**src/rtl/inst_fetch_if.sv**
```systemverilog
// inst_fetch_if: bundles the fetch stage's bus signals.
//   imem_addr      fetch -> imem   byte address (equals pc)
//   imem_data      imem  -> fetch  instruction word for imem_addr, same cycle
//   stall          hazard unit     hold pc and IF/ID
//   redirect_valid branch unit     load redirect_pc, flush IF/ID
//   redirect_pc    branch unit     target address
//   if_valid/if_pc/if_pc_plus4/if_instr   IF/ID register outputs to decode
//   if_misalign    only when FETCH_MISALIGN_EN is defined
// Modports: master = fetch stage, slave = its environment (imem, hazard, decode).
interface inst_fetch_if;
    logic [31:0] imem_addr;
    logic [31:0] imem_data;
    logic        stall;
    logic        redirect_valid;
    logic [31:0] redirect_pc;
    logic        if_valid;
    logic [31:0] if_pc;
    logic [31:0] if_pc_plus4;
    logic [31:0] if_instr;
`ifdef FETCH_MISALIGN_EN
    logic        if_misalign;
`endif

    modport master (
        output imem_addr,
        input  imem_data,
        input  stall,
        input  redirect_valid,
        input  redirect_pc,
        output if_valid,
        output if_pc,
        output if_pc_plus4,
        output if_instr
`ifdef FETCH_MISALIGN_EN
        ,
        output if_misalign
`endif
    );

    modport slave (
        input  imem_addr,
        output imem_data,
        output stall,
        output redirect_valid,
        output redirect_pc,
        input  if_valid,
        input  if_pc,
        input  if_pc_plus4,
        input  if_instr
`ifdef FETCH_MISALIGN_EN
        ,
        input  if_misalign
`endif
    );
endinterface

```
**src/rtl/inst_fetch.sv**
```systemverilog
// inst_fetch: RV32I instruction fetch stage.
// Holds the pc, presents it combinationally to a same-cycle instruction
// memory, and registers {pc, pc+4, instruction} into the IF/ID register.
// Priority at each rising edge: rst > redirect_valid > stall > normal fetch.
// Ports:
//   clk   core clock, all state on the rising edge
//   rst   synchronous reset, active-high
//   bus   inst_fetch_if.master (imem, hazard, redirect and IF/ID signals)
// Parameters:
//   RESET_PC   pc value loaded on reset
//   NOP_INSTR  bubble written into IF/ID on reset and flush
// Optional feature (macro FETCH_MISALIGN_EN): a redirect to a non-word-aligned
// target is aligned down, and the next IF/ID capture is a bubble-like slot
// with if_valid=1 and if_misalign=1 so decode can raise the exception.
module inst_fetch #(
    parameter logic [31:0] RESET_PC  = 32'h0000_0000,
    parameter logic [31:0] NOP_INSTR = 32'h0000_0013
) (
    input  logic         clk,
    input  logic         rst,
    inst_fetch_if.master bus
);

    logic [31:0] pc;
    logic [31:0] pc_next_seq;
    logic        if_valid_q;
    logic [31:0] if_pc_q;
    logic [31:0] if_pc_plus4_q;
    logic [31:0] if_instr_q;

    // Wraps modulo 2^32 on purpose.
    assign pc_next_seq = pc + 32'd4;

    assign bus.imem_addr   = pc;
    assign bus.if_valid    = if_valid_q;
    assign bus.if_pc       = if_pc_q;
    assign bus.if_pc_plus4 = if_pc_plus4_q;
    assign bus.if_instr    = if_instr_q;

`ifdef FETCH_MISALIGN_EN
    logic misalign_pend;
    logic if_misalign_q;

    assign bus.if_misalign = if_misalign_q;

    always_ff @(posedge clk) begin
        if (rst) begin
            pc            <= RESET_PC;
            if_valid_q    <= 1'b0;
            if_pc_q       <= 32'd0;
            if_pc_plus4_q <= 32'd4;
            if_instr_q    <= NOP_INSTR;
            misalign_pend <= 1'b0;
            if_misalign_q <= 1'b0;
        end else if (bus.redirect_valid) begin
            // Target is aligned down; the pending flag remembers the fault
            // until the slot for the target is captured.
            pc            <= {bus.redirect_pc[31:2], 2'b00};
            misalign_pend <= (bus.redirect_pc[1:0] != 2'b00);
            if_valid_q    <= 1'b0;
            if_pc_q       <= 32'd0;
            if_pc_plus4_q <= 32'd0;
            if_instr_q    <= NOP_INSTR;
            if_misalign_q <= 1'b0;
        end else if (!bus.stall) begin
            pc            <= pc_next_seq;
            if_valid_q    <= 1'b1;
            if_pc_q       <= pc;
            if_pc_plus4_q <= pc_next_seq;
            if (misalign_pend) begin
                // Fetched word is not executed; decode sees the fault slot.
                if_instr_q    <= NOP_INSTR;
                if_misalign_q <= 1'b1;
                misalign_pend <= 1'b0;
            end else begin
                if_instr_q    <= bus.imem_data;
                if_misalign_q <= 1'b0;
            end
        end
    end
`else
    always_ff @(posedge clk) begin
        if (rst) begin
            pc            <= RESET_PC;
            if_valid_q    <= 1'b0;
            if_pc_q       <= 32'd0;
            if_pc_plus4_q <= 32'd4;
            if_instr_q    <= NOP_INSTR;
        end else if (bus.redirect_valid) begin
            // Low address bits are kept; instruction memory ignores them.
            pc            <= bus.redirect_pc;
            if_valid_q    <= 1'b0;
            if_pc_q       <= 32'd0;
            if_pc_plus4_q <= 32'd0;
            if_instr_q    <= NOP_INSTR;
        end else if (!bus.stall) begin
            pc            <= pc_next_seq;
            if_valid_q    <= 1'b1;
            if_pc_q       <= pc;
            if_pc_plus4_q <= pc_next_seq;
            if_instr_q    <= bus.imem_data;
        end
    end
`endif

endmodule

```
**src/flat_wrapper.sv**
```systemverilog
// flat-port wrapper written by rule: the top's interface ports become plain ports
module inst_fetch_flat 
#(
    parameter logic [31:0] RESET_PC  = 32'h0000_0000,
    parameter logic [31:0] NOP_INSTR = 32'h0000_0013
)
  (clk, rst, bus_imem_addr, bus_imem_data, bus_stall, bus_redirect_valid, bus_redirect_pc, bus_if_valid, bus_if_pc, bus_if_pc_plus4, bus_if_instr);
  inst_fetch_if bus_i ();
  input  logic clk;
  input  logic rst;
  output wire logic [$bits(bus_i.imem_addr)-1:0] bus_imem_addr;
  input wire logic [$bits(bus_i.imem_data)-1:0] bus_imem_data;
  input wire logic [$bits(bus_i.stall)-1:0] bus_stall;
  input wire logic [$bits(bus_i.redirect_valid)-1:0] bus_redirect_valid;
  input wire logic [$bits(bus_i.redirect_pc)-1:0] bus_redirect_pc;
  output wire logic [$bits(bus_i.if_valid)-1:0] bus_if_valid;
  output wire logic [$bits(bus_i.if_pc)-1:0] bus_if_pc;
  output wire logic [$bits(bus_i.if_pc_plus4)-1:0] bus_if_pc_plus4;
  output wire logic [$bits(bus_i.if_instr)-1:0] bus_if_instr;
  assign bus_imem_addr = bus_i.imem_addr;
  assign bus_i.imem_data = bus_imem_data;
  assign bus_i.stall = bus_stall;
  assign bus_i.redirect_valid = bus_redirect_valid;
  assign bus_i.redirect_pc = bus_redirect_pc;
  assign bus_if_valid = bus_i.if_valid;
  assign bus_if_pc = bus_i.if_pc;
  assign bus_if_pc_plus4 = bus_i.if_pc_plus4;
  assign bus_if_instr = bus_i.if_instr;
  inst_fetch #(.RESET_PC(RESET_PC), .NOP_INSTR(NOP_INSTR)) u_core (.clk(clk), .rst(rst), .bus(bus_i));
endmodule
```
**config.mk**
```make
export PLATFORM = sky130hd
export DESIGN_NAME = inst_fetch_flat
export DESIGN_NICKNAME = d
export VERILOG_FILES = /design/src/rtl/inst_fetch_if.sv /design/src/rtl/inst_fetch.sv /design/src/flat_wrapper.sv
export SDC_FILE = /design/constraint.sdc
export NUM_CORES = 1
export LEC_CHECK = 0
export ABC_AREA = 1
export CAP_MARGIN = 20
export CORE_ASPECT_RATIO = 0.8
export CORE_UTILIZATION = 40
export CTS_CLUSTER_SIZE = 8
export DETAILED_ROUTE_END_ITERATION = 10
export PLACE_DENSITY = 0.79
export SLEW_MARGIN = 5
export SYNTH_ARGS = -nofsm -noshare
export SYNTH_HDL_FRONTEND = slang
export SYNTH_SLANG_ARGS = --single-unit
```
**constraint.sdc**
```tcl
create_clock -name clk -period 1.6 [get_ports clk]
set_clock_uncertainty 0.15 [all_clocks]
set_input_delay 0.16 -clock clk [delete_from_list [all_inputs] [get_ports clk]]
set_output_delay 0.16 -clock clk [all_outputs]
set_load 0.01 [all_outputs]
```
Word-level counts from Yosys, hierarchy flattened
Index checks and enable logic that the tools add are counted.
{ "classes": {"n_addsub": 1, "n_mul": 0, "n_div": 0, "n_lt_le_gt_ge": 0, "n_eq_ne": 1, "n_shift": 0, "n_mux": 4, "bitwise": 0, "reduce_logical": 1} }
{ "ops": {"columns": ["op", "n"], "rows": [
  ["two-way mux 32 bit", 2],
  ["adder 32 x 3 -> 32 bit, second input constant", 1],
  ["two-way mux 3 bit", 2],
  ["!= test 2 x 1 -> 1 bit, second input constant", 1],
  ["OR reduction 2 bit", 1]
]} }
{ "word_totals": {"reg_bits": 129, "latchBits": 0, "ramBits": 0, "mem_bits_ro": 0, "in_bits": 68, "mem_count": 0} }

Longest topological paths before layout
{ "logic_depth": {"word_depth": 3, "mapped_depth": 9, "ltp_nobuf": 9} }

Worst setup path after synthesis
No wires, ideal clock.
{ "synth_timing": {"kind": "register to register", "start": "register u_core.pc[3], in the netlist u_core.bus.imem_addr[3]", "end": "register u_core.if_pc_plus4_q[18], in the netlist u_core.bus.if_pc_plus4[18]", "arrival_ns": 1.275, "slack_ns": 0.056, "stages_incl_launch_ff": 9, "period_less_slack_ns": 1.544, "path_cell_list": "dfxtp_1 -> ha_1 -> nand2_2 -> nor2_4 -> nand2_4 -> nor2_4 -> a21oi_1 -> o21ai_1 -> nand2_1"} }
{ "synth_via": {"elab_chain_len": 1} }
{ "synth_lines": {"columns": ["element", "line", "text"], "rows": [
  ["start: declaration", "inst_fetch.sv:24", "logic [31:0] pc;"],
  ["start signal: assignment", "inst_fetch.sv:91", "pc <= bus.redirect_pc;"],
  ["start signal: assignment", "inst_fetch.sv:97", "pc <= pc_next_seq;"],
  ["adder 32 x 3 -> 32 bit", "inst_fetch.sv:32", "assign pc_next_seq = pc + 32'd4;"],
  ["end signal: assignment", "inst_fetch.sv:100", "if_pc_plus4_q <= pc_next_seq;"],
  ["end: declaration", "inst_fetch.sv:28", "logic [31:0] if_pc_plus4_q;"]
]} }
Every way passes these cells.
A chain may end at the register's enable or synchronous reset.

Final worst setup path
{ "layout_timing": {"start": "register u_core.pc[3], in the netlist u_core.bus.imem_addr[3]", "end": "register u_core.pc[16], in the netlist u_core.bus.imem_addr[16]"} }
{ "layout_via": {"elab_chain_len": 3} }
{ "layout_lines": {"columns": ["element", "line", "text"], "rows": [
  ["adder 32 x 3 -> 32 bit", "inst_fetch.sv:32", null],
  ["two-way mux 32 bit", "inst_fetch.sv:96", "end else if (!bus.stall) begin"],
  ["two-way mux 32 bit", "inst_fetch.sv:89", "end else if (bus.redirect_valid) begin"]
]} }
Every way passes these cells. The select of a mux whose other input is x is not followed.

==> flow_summary.toml <==
[drt]
via_per_inst = 4.91
routed_wl_um = 17800
met1_length_um = 7980
wl_met3_um = 1430
wl_met2_um = 8250
drt_iter0_drc = 401
via_count = 5751
firstDrtPassIters = 5
antenna_left = 0
wire_per_inst_um = 15.2
highest_layer = "met4"
drc_errors = 0

[clock_network]
cts_root_buffer = "clkbuf_16"
cts_buffers = 17
cts_tree = "yes"
clock-sinks = 127
clk_latency_ns = 0.41
htreeDepth = 4
clockBufferDepth = 2
clk_transition_reported_paths_ns = 0.06

[setup_path]
rrSetupSlack_ns = 0.009
endpoint_kind = "flop"
crit_arrival_ns = 1.79
crit_type = "flop to flop"
reg2reg_depth = 8
r2r_start = "u_core.bus.imem_addr[3]"
required_ns = 1.80
path_max_fanout = 5
timing.rr.end = "u_core.bus.imem_addr[16]"
cp_num_cells = 8
path_cells = "ha_4, nand2_4, nor2_4, nand2_4, nor2_4, xor2_1, nand2_1, nand2_1"
crit_family = "simple AND/OR/NAND/NOR gates"
cp_slowest_stage_delay_ns = 0.37
crit_path_start_kind = "flop"
crit_slowest_cell = "dfxtp_4"
cp.buffers_inverters = 0

[power]
power_frac_seq = 0.408
ir_drop_mv = 0.721
power_density_nw_per_um2 = 966
p_leak_nw = 4.56
intPower_w = 0.00633
switching_share = 0.238
share_comb_of_total_power = 0.118
clockPowerShare = 0.474
switchingPower_w = 0.00198

[floorplanning]
start_util = 0.414
die_h_um = 106
ios = 197
fp.dieArea_um2 = 13900
core_area_um2 = 13000
die_w_um = 132
num_rows = 37

[logic_synthesis]
synth_edf_count = 0
yosys_warnings = 0
netlist_area_um2 = 5380
ys_seq_area_frac = 0.472
synth_area_leaders = "dfxtp_1 47%, nand2_1 18%, nand3_1 6.6%"
yosys-top-cells-count = "259 x nand2_1, 127 x dfxtp_1, 71 x nand3_1"
yosysTopAreaCellShare = 0.472
synth_area_per_cell_um2 = 7.15
synthFlopType = "dfxtp_1"
synth_area_leader_cell = "dfxtp_1"
postSynthCellCount = 753
synth_seq_cells = 127
async_reset_ff_frac = 0
yosys.cell_types.count = 29
yosysMostFrequentCell = "nand2_1"
synth_nets = 822

[timing]
min_period_ns = 1.59
drv_slew = 0
period_share = 0.995
slew_headroom = 0.751
finalHoldViolCount = 0
fin_setup_tns_ns = 0
rsz0062_at_grt = "yes"
fmax_mhz = 628
tightestPinTransition_ns = 0.373
setup_viol = 0

[global_routing]
grt_max_degree = 61
antenna_found_initial = 0
overflow = 0
grt_util_all_layers = 0.254
grt_first_pass_wirelength_um = 27600
grt_pass1_vias = 5397

[placed_design]
dpl-instance-area_um2 = 7850
portBuffers = 196
place_congestion = 0.859
place_hpwl_um = 12600

[cells_and_area]
area_growth_pct = 59.8
nets = 1054
fin_area_um2 = 8600
layout-drive-gt1-share = 0.154
diodes = 0

[hold_path]
hp-start = "bus_imem_data[19]"
whs_path_depth = 3
hp-class = "input port to flop"
min_to = "u_core.bus.if_instr[19]"

[job]
cap_violations = 0

[outcome]
status = "completed"
power groups by stage:
| stage | sequential, W | combinational (W) | clock (W) |
|---|---|---|---|
| 2_1_floorplan | 0.00350 | 0.000356 | 0 |
| 3_3_place_gp | 0.00344 | 0.00102 | 0 |
| 3_5_place_dp | 0.00345 | 0.00103 | 0 |
| 4_1_cts | 0.00338 | 0.000975 | 0.00398 |
| 5_1_grt | 0.00341 | 0.00106 | 0.00414 |
| 6_report | 0.00339 | 0.000982 | 0.00394 |
registers in the layout, indices dropped and copies added (netlist names):
name                    count
u_core.bus.if_pc_plus4     30
u_core.bus.imem_addr       32
u_core.bus.if_pc           32
u_core.bus.if_valid         1
u_core.bus.if_instr        32
layer usage:
layer	track usage	vias to the layer above
li1	-	2885
met2	0.404	239
met3	0.0726	15
met5	0	-
met1	0.337	2612
met4	0.0640	0
logic make-up after synthesis:
family	count (synthesis)	share of synthesized area
xor+xnor	3	0.00488
simple gates	402	0.317
buf+inv	94	0.0772
flops	127	0.472
compound gates	126	0.126
fa+ha+maj	1	0.00232
tightest hold or removal path, cell delays in order:
cell and delay [ns]:
clkdlybuf4s50_1 0.39, nand2_1 0.06, a21oi_1 0.05
layout make-up:
cell class	instances	area (um^2)
fill	1086	4400
sequential	127	2570
multi-input combinational	532	2570
timing repair buffer	255	2440
clock buffer	21	470
tap	175	219
inverter	52	195
clock inverter	10	136
cells in the final DEF (no fill, tap or decap), types with 3 or more instances in the layout:
cell type        synthesis  routed
inv_2                    5       5
clkinv_2                 0       3
nor2_4                   7      15
clkdlybuf4s50_1          0      68
nand2_4                  1       6
nor2_2                   6       6
clkbuf_8                 0       3
a21oi_1                 51      51
buf_4                   12      50
dlymetal6s2s_1           0      29
nand2_1                259     251
dfxtp_1                127     110
bufinv_16                0       3
dlygate4sd2_1            0      98
clkbuf_16                0      17
nand3_1                 71      66
dfxtp_2                  0      14
inv_1                   46      46
o211ai_1                 3       3
buf_12                   0       7
a211oi_1                12      12
dfxtp_4                  0       3
o21ai_1                  4       7
o21ai_0                 54      51
xor2_1                   3       3
nor2_1                  49      41
nand2_2                  4       7
clkinvlp_4               0       3
nand3_2                  0       5
worst max path at each step:
stage	start	end	slack [ns]
floorplan	u_core.bus.imem_addr[3]	u_core.bus.if_pc_plus4[18]	0.06
global placement	bus_redirect_valid	u_core.bus.imem_addr[18]	-0.07
detailed placement	bus_redirect_valid	u_core.bus.if_pc[3]	-0.13
CTS	u_core.bus.if_instr[18]	bus_if_instr[18]	0.0002
global route	u_core.bus.imem_addr[3]	u_core.bus.if_pc_plus4[28]	-0.06
finish	u_core.bus.imem_addr[3]	u_core.bus.imem_addr[16]	0.009
what timing repair did:
action / CTS / global route
hold buffers: 1 / 0
gates resized for setup: 119 / 68
hold endpoints to repair: 1 / 0
pin swaps: 2 / 18
cloned: 0 / 0
buffers inserted: 1 / 1
setup endpoints to repair: 128 / 75
through the flow:
step | cells | hold WS [ns] | utilization | setup slack [ns] | power (W)
final | 1172 | 0.153 | 0.661 | 0.00854 | 0.00831
after global routing | 1172 | 0.146 | 0.661 | -0.0558 | 0.00861
after CTS | 1171 | 0.141 | 0.645 | 0.000154 | 0.00834
after detailed placement | 1138 | 0.303 | 0.603 | -0.125 | 0.00448
after global placement | 1138 | 0.300 | 0.603 | -0.0689 | 0.00446
after floorplan | 753 | 0.109 | - | 0.0558 | 0.00385
Note: power is estimated with default switching activity, not from simulation.
